==> config.mk <==
export PLATFORM = sky130hd
export DESIGN_NAME = msg_block_builder
export DESIGN_NICKNAME = d
export VERILOG_FILES = /design/src/rtl/msg_block_builder.sv
export SDC_FILE = /design/constraint.sdc
export NUM_CORES = 2
export LEC_CHECK = 0
export ABC_AREA = 0
export BUFFER_PORTS_ARGS = -buffer_cell sky130_fd_sc_hd__buf_2
export CELL_PAD_IN_SITES_DETAIL_PLACEMENT = 1
export CELL_PAD_IN_SITES_GLOBAL_PLACEMENT = 1
export CORE_AREA = 2 2 403 405
export DETAILED_ROUTE_END_ITERATION = 8
export DIE_AREA = 0 0 405 407
export PLACE_DENSITY = 0.68
export REMOVE_ABC_BUFFERS = 1
export SLEW_MARGIN = 5
export SYNTH_ARGS = -nofsm -noshare
export SYNTH_HDL_FRONTEND = slang
export SYNTH_SLANG_ARGS = --single-unit
==> constraint.sdc <==
create_clock -name clk -period 3.3 [get_ports clk]
set_clock_uncertainty 0.1 [all_clocks]
set_input_delay 0.99 -clock clk [delete_from_list [all_inputs] [get_ports clk]]
set_output_delay 0.99 -clock clk [all_outputs]
set_load 0.02 [all_outputs]
==> src/rtl/msg_block_builder.sv <==
// rtl/msg_block_builder.sv - debounced byte loader that builds one padded SHA-512 block
// Three raw buttons feed sync/debounce/edge stages; the FSM collects bytes, pads, then offers the block.
module msg_block_builder #(
   parameter int DEB_CYCLES = 1250000,
   parameter int MAX_BYTES  = 111
) (
   input  logic          clk,
   input  logic          rst,
   input  logic [7:0]    byte_in,
   input  logic          load_btn,
   input  logic          go_btn,
   input  logic          clr_btn,
   input  logic          block_ready,
   output logic [1023:0] block,
   output logic          block_valid,
   output logic [6:0]    byte_count,
   output logic          overflow,
   output logic          done
);
   localparam int CW = $clog2(DEB_CYCLES + 1);

   typedef enum logic [1:0] {COLLECT, PAD, OFFER, DONE} state_t;

   logic [2:0] btn_raw;
   logic [2:0] pulse;
   logic       load_p, go_p, clr_p;

   assign btn_raw = {clr_btn, go_btn, load_btn};

   for (genvar b = 0; b < 3; b++) begin : g_deb
      logic          sync1_q, sync2_q, level_q, prev_q;
      logic [CW-1:0] cnt_q;

      // The count only runs while the synchronized sample disagrees with the level.
      always_ff @(posedge clk or negedge rst) begin
         if (!rst) begin
            sync1_q <= 1'b0;
            sync2_q <= 1'b0;
            level_q <= 1'b0;
            prev_q  <= 1'b0;
            cnt_q   <= '0;
         end else begin
            sync1_q <= btn_raw[b];
            sync2_q <= sync1_q;
            prev_q  <= level_q;
            if (sync2_q == level_q) begin
               cnt_q <= '0;
            end else if (cnt_q == CW'(DEB_CYCLES - 1)) begin
               level_q <= sync2_q;
               cnt_q   <= '0;
            end else begin
               cnt_q <= cnt_q + 1'b1;
            end
         end
      end

      assign pulse[b] = level_q & ~prev_q;
   end

   assign load_p = pulse[0];
   assign go_p   = pulse[1];
   assign clr_p  = pulse[2];

   state_t          state_q, state_d;
   logic [1023:0]   block_q, block_d;
   logic [6:0]      count_q, count_d;
   logic            valid_q, valid_d;
   logic            done_q, done_d;
   logic            ovf_q, ovf_d;

   always_ff @(posedge clk or negedge rst) begin
      if (!rst) begin
         state_q <= COLLECT;
         block_q <= '0;
         count_q <= '0;
         valid_q <= 1'b0;
         done_q  <= 1'b0;
         ovf_q   <= 1'b0;
      end else begin
         state_q <= state_d;
         block_q <= block_d;
         count_q <= count_d;
         valid_q <= valid_d;
         done_q  <= done_d;
         ovf_q   <= ovf_d;
      end
   end

   always_comb begin
      state_d = state_q;
      block_d = block_q;
      count_d = count_q;
      valid_d = valid_q;
      done_d  = done_q;
      ovf_d   = ovf_q;
      if (clr_p) begin
         state_d = COLLECT;
         block_d = '0;
         count_d = '0;
         valid_d = 1'b0;
         done_d  = 1'b0;
         ovf_d   = 1'b0;
      end else begin
         case (state_q)
            COLLECT: begin
               if (go_p) begin
                  state_d = PAD;
               end else if (load_p) begin
                  if (count_q < 7'(MAX_BYTES)) begin
                     block_d[10'd1023 - {count_q, 3'b000} -: 8] = byte_in;
                     count_d = count_q + 7'd1;
                  end else begin
                     ovf_d = 1'b1;
                  end
               end
            end
            PAD: begin
               // Terminator byte, zero fill up to byte 111, then the 128-bit bit length.
               for (int i = 0; i < 112; i++) begin
                  if (i == int'(count_q)) begin
                     block_d[1023 - 8*i -: 8] = 8'h80;
                  end else if (i > int'(count_q)) begin
                     block_d[1023 - 8*i -: 8] = 8'h00;
                  end
               end
               block_d[127:0] = {118'd0, count_q, 3'b000};
               valid_d = 1'b1;
               state_d = OFFER;
            end
            OFFER: begin
               if (valid_q && block_ready) begin
                  valid_d = 1'b0;
                  done_d  = 1'b1;
                  state_d = DONE;
               end
            end
            DONE: begin
               state_d = DONE;
            end
            default: begin
               state_d = COLLECT;
            end
         endcase
      end
   end

   assign block       = block_q;
   assign block_valid = valid_q;
   assign byte_count  = count_q;
   assign overflow    = ovf_q;
   assign done        = done_q;

endmodule
After elaboration in Yosys (flattened, before gate mapping) --
Cells that the tools add are included.
Cells by class: add/subtract/negate cells 6, multipliers 0, divide/modulo/power cells 0, order comparisons 112, eq/ne operators 239, shift operators 2, mux-type cells 255, bitwise gates (word level) 9, reductions and logical operators 131
Operators with widths (count):
- 1024-bit 2-to-1 mux | 4
- 1024-bit one-hot mux with 2 select lines | 1
- 8-bit 2-to-1 mux | 223
- 8-bit by 12-bit variable shift with 1031-bit output (first input constant) | 1
- 8-bit by 12-bit variable part select with 1031-bit output | 1
- 1024-bit bitwise mux | 1
- 5-bit AND reduction | 112
- 7-bit == test (first input constant) | 64
- 4-bit inequality test (second input constant) | 111
- 7-bit > comparator (first input constant) | 48
- 6-bit by 7-bit == test with 1-bit output (first input constant) | 32
- 6-bit by 7-bit > comparator with 1-bit output (first input constant) | 32
- 21-bit 2-to-1 mux | 6
- 5-bit by 7-bit > comparator with 1-bit output (first input constant) | 16
- 21-bit by 1-bit adder with 21-bit output (second input constant) | 3
- 21-bit == test (second input constant) | 3
- 5-bit by 7-bit == test with 1-bit output (first input constant) | 8
- 4-bit by 7-bit > comparator with 1-bit output (first input constant) | 8
- 7-bit 2-to-1 mux | 5
- 4-bit by 7-bit == test with 1-bit output (first input constant) | 4
- 3-bit by 7-bit > comparator with 1-bit output (first input constant) | 4
- 3-bit inequality test (second input constant) | 6
- 3-bit by 7-bit == test with 1-bit output (first input constant) | 2
- 2-bit by 7-bit > comparator with 1-bit output (first input constant) | 2
- other kinds (24) | 57
Storage, ports and cells: flip-flop bits (word level) 1111, latch bits 0, memory bits (writable) 0, ROM bits 0, input port bits 14, logic and storage cells 887, memories kept 0

Longest topological paths before layout --
depth after elaboration 9, depth in mapped cells 11, depth with buffers taken out 7

Worst setup path before layout --
OpenSTA, ideal clock, no wires.
kind reg-to-reg, from register count_q[0] (netlist: byte_count[0]), to register block_q[431] (netlist: block[431]), setup time 128 ps, arrival time 2777 ps, data required time 3072 ps, slack 296 ps, cell stages (with the launch flop) 10, path through dfrtp_1 buf_2 inv_1 clkbuf_1 ha_1 or3b_2 or2_2 a31o_2 buf_2 mux2_1
Between the ends: longest elaborated chain between the ends 9
RTL lines:
- from (decl) | RTL line 66 | logic [6:0] count_q, count_d;
- from (signal assigned) | RTL line 82 | count_q <= count_d;
- 10-bit subtractor | RTL line 110 | block_d[10'd1023 - {count_q, 3'b000} -: 8] = byte_in;
- 10-bit negator with 12-bit output | RTL line 110
- 8-bit by 12-bit variable part select with 1031-bit output / 8-bit by 12-bit variable shift with 1031-bit output (equally long branches) | RTL line 110
- 1024-bit bitwise mux | RTL line 110
- 1024-bit 2-to-1 mux | RTL line 109 | if (count_q < 7'(MAX_BYTES)) begin
- 1024-bit 2-to-1 mux | RTL line 108 | end else if (load_p) begin
- 1024-bit 2-to-1 mux | RTL line 106 | if (go_p) begin
- 1024-bit one-hot mux with 2 select lines | RTL line 104 | case (state_q)
- 1024-bit 2-to-1 mux | RTL line 96 | if (clr_p) begin
- to (signal assigned) | RTL line 81 | block_q <= block_d;
- to (decl) | RTL line 65 | logic [1023:0] block_q, block_d;
Several ways; a longest one is shown, not always the timed one. The select of a mux whose other input is x is not followed. A chain may end at the register's enable or synchronous reset.

Final worst setup path --
from register count_q[5] (netlist: byte_count[5]), to register block_q[142] (netlist: block[142])
The elaborated chain is that of the path after synthesis.

==> impl_metrics.yaml <==
clock_network:
  clk_latency_ns: 0.78
  cts_buffer_depth: 3
  cts_tree: "done"
  hold_buffers: 0
  clk_pin_slew_ns: 0.06
  cts_buffers: 132
  cts_num_sinks: 1111
  cts_htree_levels: 4
  cts-root-buf: "clkbuf_16"
detailed_routing:
  wl_per_cell_um: 33.9
  firstDrtPassIters: 7
  vias: 43000
  post_drt_via_cell_ratio: 5.60
  drcViolationCount: 0
  drt-initial-drc-count: 3907
  ant_nets: 0
  routed_wl_um: 260000
timing:
  fmax_ghz: 0.303
  period_needed_ns: 3.30
  slew_headroom_pct: 18.7
  tightest_slew_ns: 1.22
  setup_viol: 3
  slew_viol_final: 0
  fin_ws_ns: -0.00341
  hold_viol: 0
  fin_tns_setup_ns: -0.00804
  fin_hold_ws_ns: 0.0757
  rsz0062_at_grt: "false"
  final.period_utilization_pct: 100
synth:
  syn_inst: 4190
  synth_top_cell_area_share_pct: 57.6
  synthTopCellsByArea: "dfrtp_1, mux2_2, nor2_1"
  ys_types: 99
  synth_edf_count: 0
  synth_warnings: 0
  synth_seq_area_share_pct: 57.6
  synth-main-ff-cell: "dfrtp_1"
  synthArstFlopShare_pct: 100
  ys_ff_latch: 1111
  syn_avg_cell_area_um2: 11.5
  yosys.area.top_type: "dfrtp_1"
  syn_area_um2: 48300
floorplanning:
  dieArea_um2: 165000
  core_area_um2: 160000
  ios: 1048
  die_x_um: 405
  initial_utilization_pct: 30.1
  fp-row-count: 147
  dieHeight_um: 407
global_route:
  grt_max_degree: 127
  grt_pass1_vias: 44300
  track_usage_pct: 30.8
  antenna_found_initial: 12
  grt_first_pass_wirelength_um: 359000
  grt_remaining_overflow: 0
worst_setup_path:
  criticalPathCategory: "flop to flop"
  cp_data_required_time_ns: 3.86
  end_kind: "flop"
  path_max_fanout: 36
  crit_path_start_kind: "flop"
  crit_arrival_ns: 3.86
power_and_ir_drop:
  vdd_ir_drop_max_uv: 541
  p_leak_uw: 0.0312
  power_uw: 29600
  powerDensity_nw_per_um2: 472
place:
  numPortBuffers: 1047
  dp_hpwl_um: 201000
  gp_congestion: 0.976
hold_path:
  min_path_type: "primary input to asynchronous set/reset pin"
outcome:
  failed_checks: "setup timing"
  status: "complete, but fails checks"
layout:
  layout_commonest_cell: "dfrtp_1"
  area_delta_synth_final_pct: 29.7
  drive_gt1_share_pct: 37.8
  final_cell_mix: "dfrtp_1, buf_2, nor2_1"
  nets: 5431
  finalCoreUtilization_pct: 39.1
run:
  maxCapViolCount: 0
timing repair:
item | CTS | global route
setup buffers | 0 | 3
endpoints found under the setup margin | 1 | 20
gates resized for setup | 1 | 2
pin swaps | 0 | 1
report_power, final:
| group | total, uW | switching (uW) | internal (uW) |
|---|---|---|---|
| logic | 561 | 439 | 122 |
| registers | 13600 | 11.1 | 13600 |
| clock network | 15300 | 6270 | 9080 |
Yosys cell counts (14+ instances only):
cell type and n:
dfrtp_1 1111, nor2_1 472, mux2_2 327, nand2_1 285, a22o_1 190, o2bb2ai_1 187
and3_1 146, clkbuf_1 146, nand3_1 111, nor3_1 103, buf_2 99, o21ai_0 93
nor4_1 67, a21oi_1 66, a21o_1 62, a32o_1 60, inv_1 45, o22ai_1 45
nand4_1 38, o21ai_2 33, xnor2_1 32, xor2_1 32, and2_1 31, or3_1 24
nor2b_1 20, buf_4 19, mux2_1 18, o41ai_1 17, nor3_2 15, a21oi_2 14
a31oi_1 14, o21ai_1 14
layout make-up:
type	instances	area, um2
timing repair buffer	1368	8200
clock buffer	184	3830
sequential	1111	27800
fill	17700	97600
inverter	45	169
multi-input combinational	2750	19200
antenna	5	12.5
clock inverter	49	664
tap	2160	2700
state kept, by name, summed over array words and instances (netlist names):
name and flops:
overflow 1, state_q 2, done 1, block 1024
block_valid 1, g_deb.cnt_q 63, g_deb.sync2_q 3, g_deb.sync1_q 3
g_deb.prev_q 3, byte_count 7, g_deb.level_q 3
kinds of logic (layout without fill, tap and decap cells):
logic type,count (synthesis),count (layout),share of synthesized area (%)
AND/OR/NAND/NOR,1425,1425,14.7
AO/OA/AOI/OAI,905,905,15.1
multiplexers,347,347,8.09
adder cells (fa/ha/maj),9,9,0.233
XOR/XNOR,64,64,1.16
flip-flops,1111,1111,57.6
buffers and inverters,329,1646,3.10
other,0,5,0
layer usage:
layer / vias to the layer above / global-route usage, % / share of wire [%]
li1: 17700 / - / -
met1: 22400 / 38.5 / 40
met4: 8 / 16.2 / 6.0
met3: 626 / 8.51 / 8.6
met5: - / 0 / 0.024
met2: 2140 / 48.6 / 46
through the flow:
stage               cell area [um2]  instances  setup slack (ns)
floorplan                     46900       3906             -5.98
global placement              58000       7431             0.101
detailed placement            58000       7431            0.0251
CTS                           62500       7664            0.0206
global route                  62600       7668           0.00381
finish                        62600       7672          -0.00341
path summary, 6_finish.rpt:
check / start / endpoint / slack (ns) / cells past startpoint
max: byte_count[5] / block[142] / -0.003 / 7
min: rst / block[949] / 0.08 / 1
max reg2reg: byte_count[5] / block[142] / -0.003 / 7
min reg2reg: g_deb[2].sync1_q / g_deb[2].sync2_q / 0.27 / 0
max in group asynchronous: rst / block[965] / 1.96 / 3
min in group clk: go_btn / g_deb[1].sync1_q / 0.22 / 1
critical path: stages, from the launching register on:
cell and delay [ns]:
dfrtp_4 0.60, buf_12 0.28, nand2_1 0.14, or3_1 0.54, buf_4 0.26, o31ai_1 0.58, a21oi_2 0.31, mux2_2 0.35
Power figures use the tool's default switching activity.
